[src/rtl/alu_pkg.sv]
// rtl/alu_pkg.sv - shared encodings for the digit-serial ALU
// Purpose: operation select codes and FSM state codes used by alu_serial,
//          alu_digit and the bench.
// Ports:   none (package).
package alu_pkg;

  typedef logic [1:0] alu_op_t;

  localparam alu_op_t ALU_ADD = 2'b00;
  localparam alu_op_t ALU_AND = 2'b01;
  localparam alu_op_t ALU_OR  = 2'b10;
  localparam alu_op_t ALU_XOR = 2'b11;

  localparam logic [0:0] IDLE = 1'b0;
  localparam logic [0:0] RUN  = 1'b1;

endpackage

[src/rtl/alu_serial_if.sv]
// rtl/alu_serial_if.sv - start/busy/done request bus of the serial ALU
// Purpose: bundles the operation request and the registered result/status.
// Ports:   master drives start, op, a, b, aen, binv, cin;
//          slave drives busy, done, result, cout, ovf, zero.
interface alu_serial_if #(parameter int WIDTH = 8);

  logic             start;
  logic [1:0]       op;
  logic [WIDTH-1:0] a;
  logic [WIDTH-1:0] b;
  logic             aen;
  logic             binv;
  logic             cin;
  logic             busy;
  logic             done;
  logic [WIDTH-1:0] result;
  logic             cout;
  logic             ovf;
  logic             zero;

  modport master (
    output start, op, a, b, aen, binv, cin,
    input  busy, done, result, cout, ovf, zero
  );

  modport slave (
    input  start, op, a, b, aen, binv, cin,
    output busy, done, result, cout, ovf, zero
  );

endinterface

[src/rtl/alu_digit.sv]
// rtl/alu_digit.sv - combinational DIGIT-bit ALU slice
// Purpose: ripple of 1-bit add slices plus the bitwise-op mux for one digit.
// Ports:   a, b  - DIGIT-bit effective operand slices
//          cin   - carry into the digit LSB
//          op    - operation select
//          res   - DIGIT-bit digit result
//          cout  - carry out of the digit MSB
//          ctop  - carry into the digit MSB (signed overflow on the last digit)
module alu_digit
  import alu_pkg::*;
#(
  parameter int DIGIT = 1
) (
  input  logic [DIGIT-1:0] a,
  input  logic [DIGIT-1:0] b,
  input  logic             cin,
  input  alu_op_t          op,
  output logic [DIGIT-1:0] res,
  output logic             cout,
  output logic             ctop
);

  logic [DIGIT:0]   c;
  logic [DIGIT-1:0] s;

  always_comb begin
    c    = '0;
    s    = '0;
    c[0] = cin;
    for (int i = 0; i < DIGIT; i++) begin
      s[i]   = a[i] ^ b[i] ^ c[i];
      c[i+1] = (a[i] & b[i]) | (c[i] & (a[i] ^ b[i]));
    end
  end

  always_comb begin
    res = s;
    case (op)
      ALU_AND: res = a & b;
      ALU_OR:  res = a | b;
      ALU_XOR: res = a ^ b;
      default: res = s;
    endcase
  end

  assign cout = c[DIGIT];
  assign ctop = c[DIGIT-1];

endmodule

[src/rtl/alu_serial.sv]
// rtl/alu_serial.sv - digit-serial ALU, WIDTH bits in WIDTH/DIGIT cycles
// Purpose: latches effective operands on start, processes one DIGIT-bit slice
//          per cycle LSB first, then registers result and flags with a done pulse.
// Ports:   clk   - rising-edge clock
//          reset - synchronous active-high reset, aborts any operation
//          bus   - alu_serial_if slave (request in, result/status out)
module alu_serial
  import alu_pkg::*;
#(
  parameter int WIDTH = 8,
  parameter int DIGIT = 1
) (
  input logic         clk,
  input logic         reset,
  alu_serial_if.slave bus
);

  localparam int N  = WIDTH / DIGIT;
  localparam int CW = (N > 1) ? $clog2(N) : 1;

  logic [0:0]       state;
  logic [CW-1:0]    cnt;
  logic [WIDTH-1:0] a_sh;
  logic [WIDTH-1:0] b_sh;
  logic [WIDTH-1:0] acc;
  alu_op_t          op_r;
  logic             carry;

  logic             done_r;
  logic [WIDTH-1:0] result_r;
  logic             cout_r;
  logic             ovf_r;
  logic             zero_r;

  logic [DIGIT-1:0]       d_res;
  logic                   d_cout;
  logic                   d_ctop;
  logic [WIDTH+DIGIT-1:0] acc_cat;
  logic [WIDTH-1:0]       acc_next;
  logic                   last;

  alu_digit #(.DIGIT(DIGIT)) u_digit (
    .a    (a_sh[DIGIT-1:0]),
    .b    (b_sh[DIGIT-1:0]),
    .cin  (carry),
    .op   (op_r),
    .res  (d_res),
    .cout (d_cout),
    .ctop (d_ctop)
  );

  // New digit enters at the top and the accumulator shifts right, so after N
  // digits the first (LSB) digit has reached bit 0. Written as a concatenation
  // so WIDTH == DIGIT needs no special case.
  assign acc_cat  = {d_res, acc};
  assign acc_next = acc_cat[WIDTH+DIGIT-1:DIGIT];
  assign last     = (cnt == CW'(N - 1));

  always_ff @(posedge clk) begin
    if (reset) begin
      state    <= IDLE;
      cnt      <= '0;
      a_sh     <= '0;
      b_sh     <= '0;
      acc      <= '0;
      op_r     <= ALU_ADD;
      carry    <= 1'b0;
      done_r   <= 1'b0;
      result_r <= '0;
      cout_r   <= 1'b0;
      ovf_r    <= 1'b0;
      zero_r   <= 1'b1;
    end else begin
      done_r <= 1'b0;
      case (state)
        IDLE: begin
          if (bus.start) begin
            a_sh  <= bus.a & {WIDTH{bus.aen}};
            b_sh  <= bus.b ^ {WIDTH{bus.binv}};
            op_r  <= bus.op;
            carry <= bus.cin;
            acc   <= '0;
            cnt   <= '0;
            state <= RUN;
          end
        end
        RUN: begin
          a_sh  <= a_sh >> DIGIT;
          b_sh  <= b_sh >> DIGIT;
          acc   <= acc_next;
          carry <= d_cout;
          cnt   <= cnt + CW'(1);
          if (last) begin
            state    <= IDLE;
            done_r   <= 1'b1;
            result_r <= acc_next;
            cout_r   <= (op_r == ALU_ADD) & d_cout;
            ovf_r    <= (op_r == ALU_ADD) & (d_ctop ^ d_cout);
            zero_r   <= (acc_next == '0);
          end
        end
        default: state <= IDLE;
      endcase
    end
  end

  assign bus.busy   = (state == RUN);
  assign bus.done   = done_r;
  assign bus.result = result_r;
  assign bus.cout   = cout_r;
  assign bus.ovf    = ovf_r;
  assign bus.zero   = zero_r;

endmodule

[src/flat_wrapper.sv]
// flat-port wrapper written by rule: the top's interface ports become plain ports
module alu_serial_flat import alu_pkg::*;
#(
  parameter int WIDTH = 8,
  parameter int DIGIT = 1
)
  (clk, reset, bus_start, bus_op, bus_a, bus_b, bus_aen, bus_binv, bus_cin, bus_busy, bus_done, bus_result, bus_cout, bus_ovf, bus_zero);
  alu_serial_if #(.WIDTH(WIDTH)) bus_i ();
  input logic clk;
  input logic reset;
  input wire logic [$bits(bus_i.start)-1:0] bus_start;
  input wire logic [$bits(bus_i.op)-1:0] bus_op;
  input wire logic [$bits(bus_i.a)-1:0] bus_a;
  input wire logic [$bits(bus_i.b)-1:0] bus_b;
  input wire logic [$bits(bus_i.aen)-1:0] bus_aen;
  input wire logic [$bits(bus_i.binv)-1:0] bus_binv;
  input wire logic [$bits(bus_i.cin)-1:0] bus_cin;
  output wire logic [$bits(bus_i.busy)-1:0] bus_busy;
  output wire logic [$bits(bus_i.done)-1:0] bus_done;
  output wire logic [$bits(bus_i.result)-1:0] bus_result;
  output wire logic [$bits(bus_i.cout)-1:0] bus_cout;
  output wire logic [$bits(bus_i.ovf)-1:0] bus_ovf;
  output wire logic [$bits(bus_i.zero)-1:0] bus_zero;
  assign bus_i.start = bus_start;
  assign bus_i.op = bus_op;
  assign bus_i.a = bus_a;
  assign bus_i.b = bus_b;
  assign bus_i.aen = bus_aen;
  assign bus_i.binv = bus_binv;
  assign bus_i.cin = bus_cin;
  assign bus_busy = bus_i.busy;
  assign bus_done = bus_i.done;
  assign bus_result = bus_i.result;
  assign bus_cout = bus_i.cout;
  assign bus_ovf = bus_i.ovf;
  assign bus_zero = bus_i.zero;
  alu_serial #(.WIDTH(WIDTH), .DIGIT(DIGIT)) u_core (.clk(clk), .reset(reset), .bus(bus_i));
endmodule
[config.mk]
export PLATFORM = sky130hd
export DESIGN_NAME = alu_serial_flat
export DESIGN_NICKNAME = d
export VERILOG_FILES = /design/src/rtl/alu_pkg.sv /design/src/rtl/alu_serial_if.sv /design/src/rtl/alu_digit.sv /design/src/rtl/alu_serial.sv /design/src/flat_wrapper.sv
export SDC_FILE = /design/constraint.sdc
export NUM_CORES = 1
export LEC_CHECK = 0
export CAP_MARGIN = 25
export CORE_ASPECT_RATIO = 1.25
export CORE_MARGIN = 2
export CORE_UTILIZATION = 47
export DETAILED_ROUTE_END_ITERATION = 10
export HOLD_SLACK_MARGIN = 0.1
export PLACE_DENSITY = 0.85
export SYNTH_ARGS = -nofsm -noshare
export SYNTH_HDL_FRONTEND = slang
export SYNTH_HIERARCHICAL = 1
export SYNTH_SLANG_ARGS = --single-unit
[constraint.sdc]
create_clock -name clk -period 1.5 [get_ports clk]
set_input_delay 0.375 -clock clk [delete_from_list [all_inputs] [get_ports clk]]
set_output_delay 0.375 -clock clk [all_outputs]
set_load 0.01 [all_outputs]
# After elaboration in Yosys (flattened, before gate mapping)
# Index checks and enable logic that the tools add are counted.
[word_totals]
reg_bits = 43
input_bits = 24
elab_cells = 50
[classes]
n_addsub = 1
n_eq_ne = 5
mux = 15
bitwise = 12
n_reduce_logical = 5
[ops]
columns = ["cell", "count"]
rows = [
  ["$pmux 8 s2", 3],
  ["$mux 8", 3],
  ["$and 8x8->8", 1],
  ["$logic_not 8->1", 1],
  ["$xor 8x8->8", 1],
  ["$pmux 3 s2", 1],
  ["$and 1x1->1", 4],
  ["$eq 2x2->1 const B", 2],
  ["$mux 1", 4],
  ["$pmux 1 s2", 2],
  ["$reduce_and 2->1", 2],
  ["$add 3x1->3 const B", 1],
  ["$eq 3x3->1 const B", 1],
  ["$mux 3", 1],
  ["$pmux 1 s3", 1],
  ["$xor 1x1->1", 3],
  ["$eq 2x1->1 const B", 1],
  ["$logic_not 2->1", 1],
  ["$ne 2x2->1 const B", 1],
  ["$or 1x1->1", 2],
  ["$reduce_or 2->1", 1],
  ["$not 1->1", 1],
]

# Logic depth before layout (Yosys ltp)
[depth]
ltp_word = 5
mapped_depth = 7
depth_no_buf = 7

# By module
# Netlist, hierarchy kept.
[by_module_without_submodules]
columns = ["module", "n_inst", "cells_per_inst", "area_each_um2", "seq_area_each_um2"]
rows = [
  ["alu_serial", 1, 213, 1961.9, 840.8],
  ["alu_digit", 1, 8, 86.3, 0.0],
]

# Least setup slack after synthesis
# OpenSTA, ideal clock, no wires.
[synth_timing]
kind = "reg-to-reg"
start = "register u_core.a_sh[0]"
end = "register u_core.zero_r (netlist: u_core/bus.zero)"
arrival_time_ns = 1.573
required_ns = 1.441
slack_ns = -0.132
path_stages_with_launch = 6
synth_period_minus_slack_ns = 1.632
cell_sequence = "dfxtp_1 > fa_1 > mux4_2 > nor4_1 > nand3_1 > nand2_1"
[synth_between]
elab_chain_cells = 4
word_cells_on_any_way = 6
classes_between = "mux (1); bitwise (4); reduce/logical (1)"
[synth_rtl]
columns = ["item", "line", "text"]
rows = [
  ["start, declared", "alu_serial.sv:23", "logic [WIDTH-1:0] a_sh;"],
  ["start signal, assigned", "alu_serial.sv:78", "a_sh <= bus.a & {WIDTH{bus.aen}};"],
  ["start signal, assigned", "alu_serial.sv:88", "a_sh <= a_sh >> DIGIT;"],
  ["$xor 1x1->1", "alu_digit.sv:31, alu_digit.sv:41", ""],
  ["$xor 1x1->1", "alu_digit.sv:31", "s[i] = a[i] ^ b[i] ^ c[i];"],
  ["$pmux 1 s3 *", "alu_digit.sv:38", "case (op)"],
  ["via u_core.d_res", "alu_serial.sv:35", "logic [DIGIT-1:0] d_res;"],
  ["$logic_not 8->1 *", "alu_serial.sv:99", "zero_r <= (acc_next == '0);"],
  ["end signal, assigned", "alu_serial.sv:99", ""],
  ["end, declared", "alu_serial.sv:33", "logic zero_r;"],
]
# The timed path passes the listed nets; every way through them passes the cells marked *.
# A chain may end at the register's enable or synchronous reset.

# Final worst setup path
# Ends and elaborated chain as after synthesis.

==> impl_metrics.toml <==
[worst_setup_path]
crit_arrival_ns = 1.94
crit_path_top_delay_cell = "mux4_2"
r2r_end = "u_core/bus.zero"
r2r_cells = 5
r2r_slack_ns = -0.20
start_kind = "register"
worst_ep_required_time_ns = 1.74
cp_max_fo = 4
slowest_delay_ns = 0.50
end_kind = "register"
crit_path_cell_trace = "fa_1 > mux4_2 > nor4_2 > nand3_1 > nand2_1"
path_class = "reg2reg"
r2r_start = "u_core/a_sh[0]"

[hold_path]
min_path_type = "reg2reg"
holdPathEnd = "u_core/a_sh[7]"
hold_depth = 2
min_from = "u_core/a_sh[7]"

[layout]
diodes = 0
final_common_cell = "dfxtp_1"
final_core_util_pct = 62.5
synthToLayoutAreaGrowth_pct = 26.0
final_cell_mix = "40 x dfxtp_1, 29 x nor2_1, 28 x a21oi_1, 27 x nand2_1, 23 x clkdlybuf4s50_1"
drive_above_1_share_pct = 18.9
nets = 288

[clocking]
insertion_delay_ns = 0.30
cts_made_buffers = 5
cts_buffer_depth = 2
clk_pin_slew_ns = 0.08
holdBufCountCts = 0
htreeDepth = 2
cts_tree = "done"
clock_sinks = 42
postCtsSetupBuffers = 0
cts_root_buf = "clkbuf_8"

[global_routing]
grt_pass1_vias = 1595
overflow = 0
grtUsageMet2_pct = 31.5
grt_max_degree = 27
antenna_found_initial = 0
grt_pass1_wl_um = 6820
grtUsageMet1_pct = 18.6
met3_usage_pct = 4.35
grtUsageTotal_pct = 17.2
grt.busiest_layer = "met2"

[yosys]
synth_cells = 221
synth_nets = 251
ys_warn_count = 6
synth-seq-cells = 42
synth_area_um2 = 2050
seq_area_frac_synth_pct = 41.1
synthDistinctLibCells = 35
syn_avg_cell_area_um2 = 9.27

[timing]
max_freq_mhz = 590
drv_slew = 0
tightest_slew_ns = 0.469
rsz0062_at_grt = "true"
slew_headroom_pct = 68.8
fin_worst_skew_ns = 0.00794
fin_ws_ns = -0.195
fin_tns_setup_ns = -0.419
timing_hold_violations_final = 0
setup_viol = 3
finalCritPeriodShare_pct = 113
period_needed_ns = 1.70

[outcome]
status = "finished with violations"
failed_checks = "negative setup slack"

[placement]
io_buffer_count = 36
hpwlAfterDp_um = 2810
gp_congestion = 0.794

[die]
initial_core_util_pct = 49.6
rows = 26
coreArea_um2 = 4130
fp.dieW_um = 63.0
die_area_um2 = 4910
io_pins = 37
die_h_um = 77.8

[power]
powerDensity_nw_per_um2 = 942
irDropWorstVdd_mv = 0.508
leakagePower_nw = 1.01

[job]
max-cap-violations = 0

[route]
drt-total-wl_um = 3820
drt_iter0_drc = 70
drt_first_pass_iters = 4
wl_per_cell_um = 12.1
vias = 1642
drc = 0
antenna_left = 0
vias_per_cell = 5.21
## where the power goes
group          switching, W  total [W]  internal, W
logic              0.000177   0.000365     0.000188
clock network      0.000378   0.000876     0.000498
registers         0.0000294    0.00119      0.00116
total              0.000585    0.00243      0.00185
## final cells by class
cell class / instances / area, µm²
Clock buffer: 7 / 76.3
Clock inverter: 1 / 30.0
Multi-Input combinational cell: 149 / 1040
Tap cell: 56 / 70.1
Inverter: 11 / 41.3
Sequential cell: 42 / 843
Fill cell: 371 / 1550
Timing Repair Buffer: 49 / 479
## critical path, delay by kind of cell (launching register included)
kind                     cells  cell delay [ns]
AND/OR/NAND/NOR              3             0.32
flip-flops                   1             0.35
adder cells (fa/ha/maj)      1             0.47
multiplexers                 1             0.50
## cell families (layout without fill, tap and decap cells)
group / count (synthesis) / after routing / synth area share [%]
AO/OA/AOI/OAI: 47 / 47 / 19.1
AND/OR/NAND/NOR: 83 / 83 / 20.7
buffers and inverters: 30 / 68 / 8.61
multiplexers: 4 / 4 / 2.63
flip-flops: 42 / 42 / 41.1
adder cells (fa/ha/maj): 6 / 6 / 4.03
XOR/XNOR: 9 / 9 / 3.85
## flip-flops by register name (all words and copies together), names as in the netlist
register / count
u_core/op_r: 2
u_core/bus.ovf: 1
u_core/bus.done: 1
u_core/a_sh: 8
u_core/carry: 1
u_core/bus.zero: 1
u_core/acc: 7
u_core/cnt: 3
u_core/b_sh: 8
u_core/bus.busy: 1
u_core/bus.cout: 1
u_core/bus.result: 8
## worst max-delay path by stage
stage | startpoint | endpoint | slack, ns | cells past startpoint
after floorplan | u_core/a_sh[0] | u_core/bus.zero | -0.12 | 5
after global routing | u_core/a_sh[0] | u_core/bus.zero | -0.29 | 5
final | u_core/a_sh[0] | u_core/bus.zero | -0.20 | 5
after detailed placement | u_core/a_sh[0] | u_core/bus.zero | -0.23 | 5
after CTS | u_core/a_sh[0] | u_core/bus.zero | -0.21 | 5
after global placement | u_core/a_sh[0] | u_core/bus.zero | -0.17 | 5
## cell usage after synthesis
library cell | instances | area share [%]
xnor2_1 | 1 | 0.43
mux4_2 | 1 | 1.1
dfxtp_1 | 42 | 41
nor2_1 | 29 | 5.3
buf_1 | 1 | 0.18
nor3_1 | 1 | 0.24
mux2_2 | 1 | 0.55
buf_8 | 1 | 0.73
clkbuf_1 | 3 | 0.55
ha_1 | 5 | 3.1
buf_6 | 4 | 2.2
inv_1 | 10 | 1.8
a221oi_2 | 7 | 5.1
and3b_1 | 1 | 0.43
o21ai_1 | 2 | 0.49
o32ai_2 | 7 | 5.6
nor3b_2 | 1 | 0.61
or2_1 | 1 | 0.31
nor2b_1 | 1 | 0.31
nor3b_1 | 8 | 2.9
mux2i_1 | 2 | 0.98
nand3_1 | 2 | 0.49
nand3_2 | 7 | 3.4
a22oi_1 | 2 | 0.73
nand2_1 | 28 | 5.1
buf_2 | 6 | 1.5
and2_1 | 1 | 0.31
a21oi_1 | 28 | 6.8
inv_2 | 1 | 0.18
nor4_1 | 2 | 0.61
fa_1 | 1 | 0.98
buf_4 | 4 | 1.5
a211oi_1 | 1 | 0.37
xor2_1 | 8 | 3.4
and4bb_1 | 1 | 0.61
## through the flow
step / total power [W] / instances / hold slack, ns / cell area, µm² / setup slack (ns)
final: 0.00243 / 315 / 0.449 / 2580 / -0.195
after global routing: 0.00254 / 315 / 0.477 / 2580 / -0.293
after CTS: 0.00245 / 315 / 0.454 / 2580 / -0.214
after detailed placement: 0.00158 / 307 / 0.444 / 2480 / -0.226
after global placement: 0.00157 / 307 / 0.438 / 2480 / -0.171
after floorplan: 0.00146 / 221 / 0.432 / 2050 / -0.121
## metal layers
layer	routed length [µm]	up-vias
li1	-	827
met1	1610	765
met2	2000	45
met3	165	5
met4	55	0
met5	0	-
## repair_timing
item / in CTS / in global routing
setup endpoints to repair: 16 / 7
gates cloned: 0 / 0
gates resized for setup: 14 / 2
(Power assumes the default switching activity.)
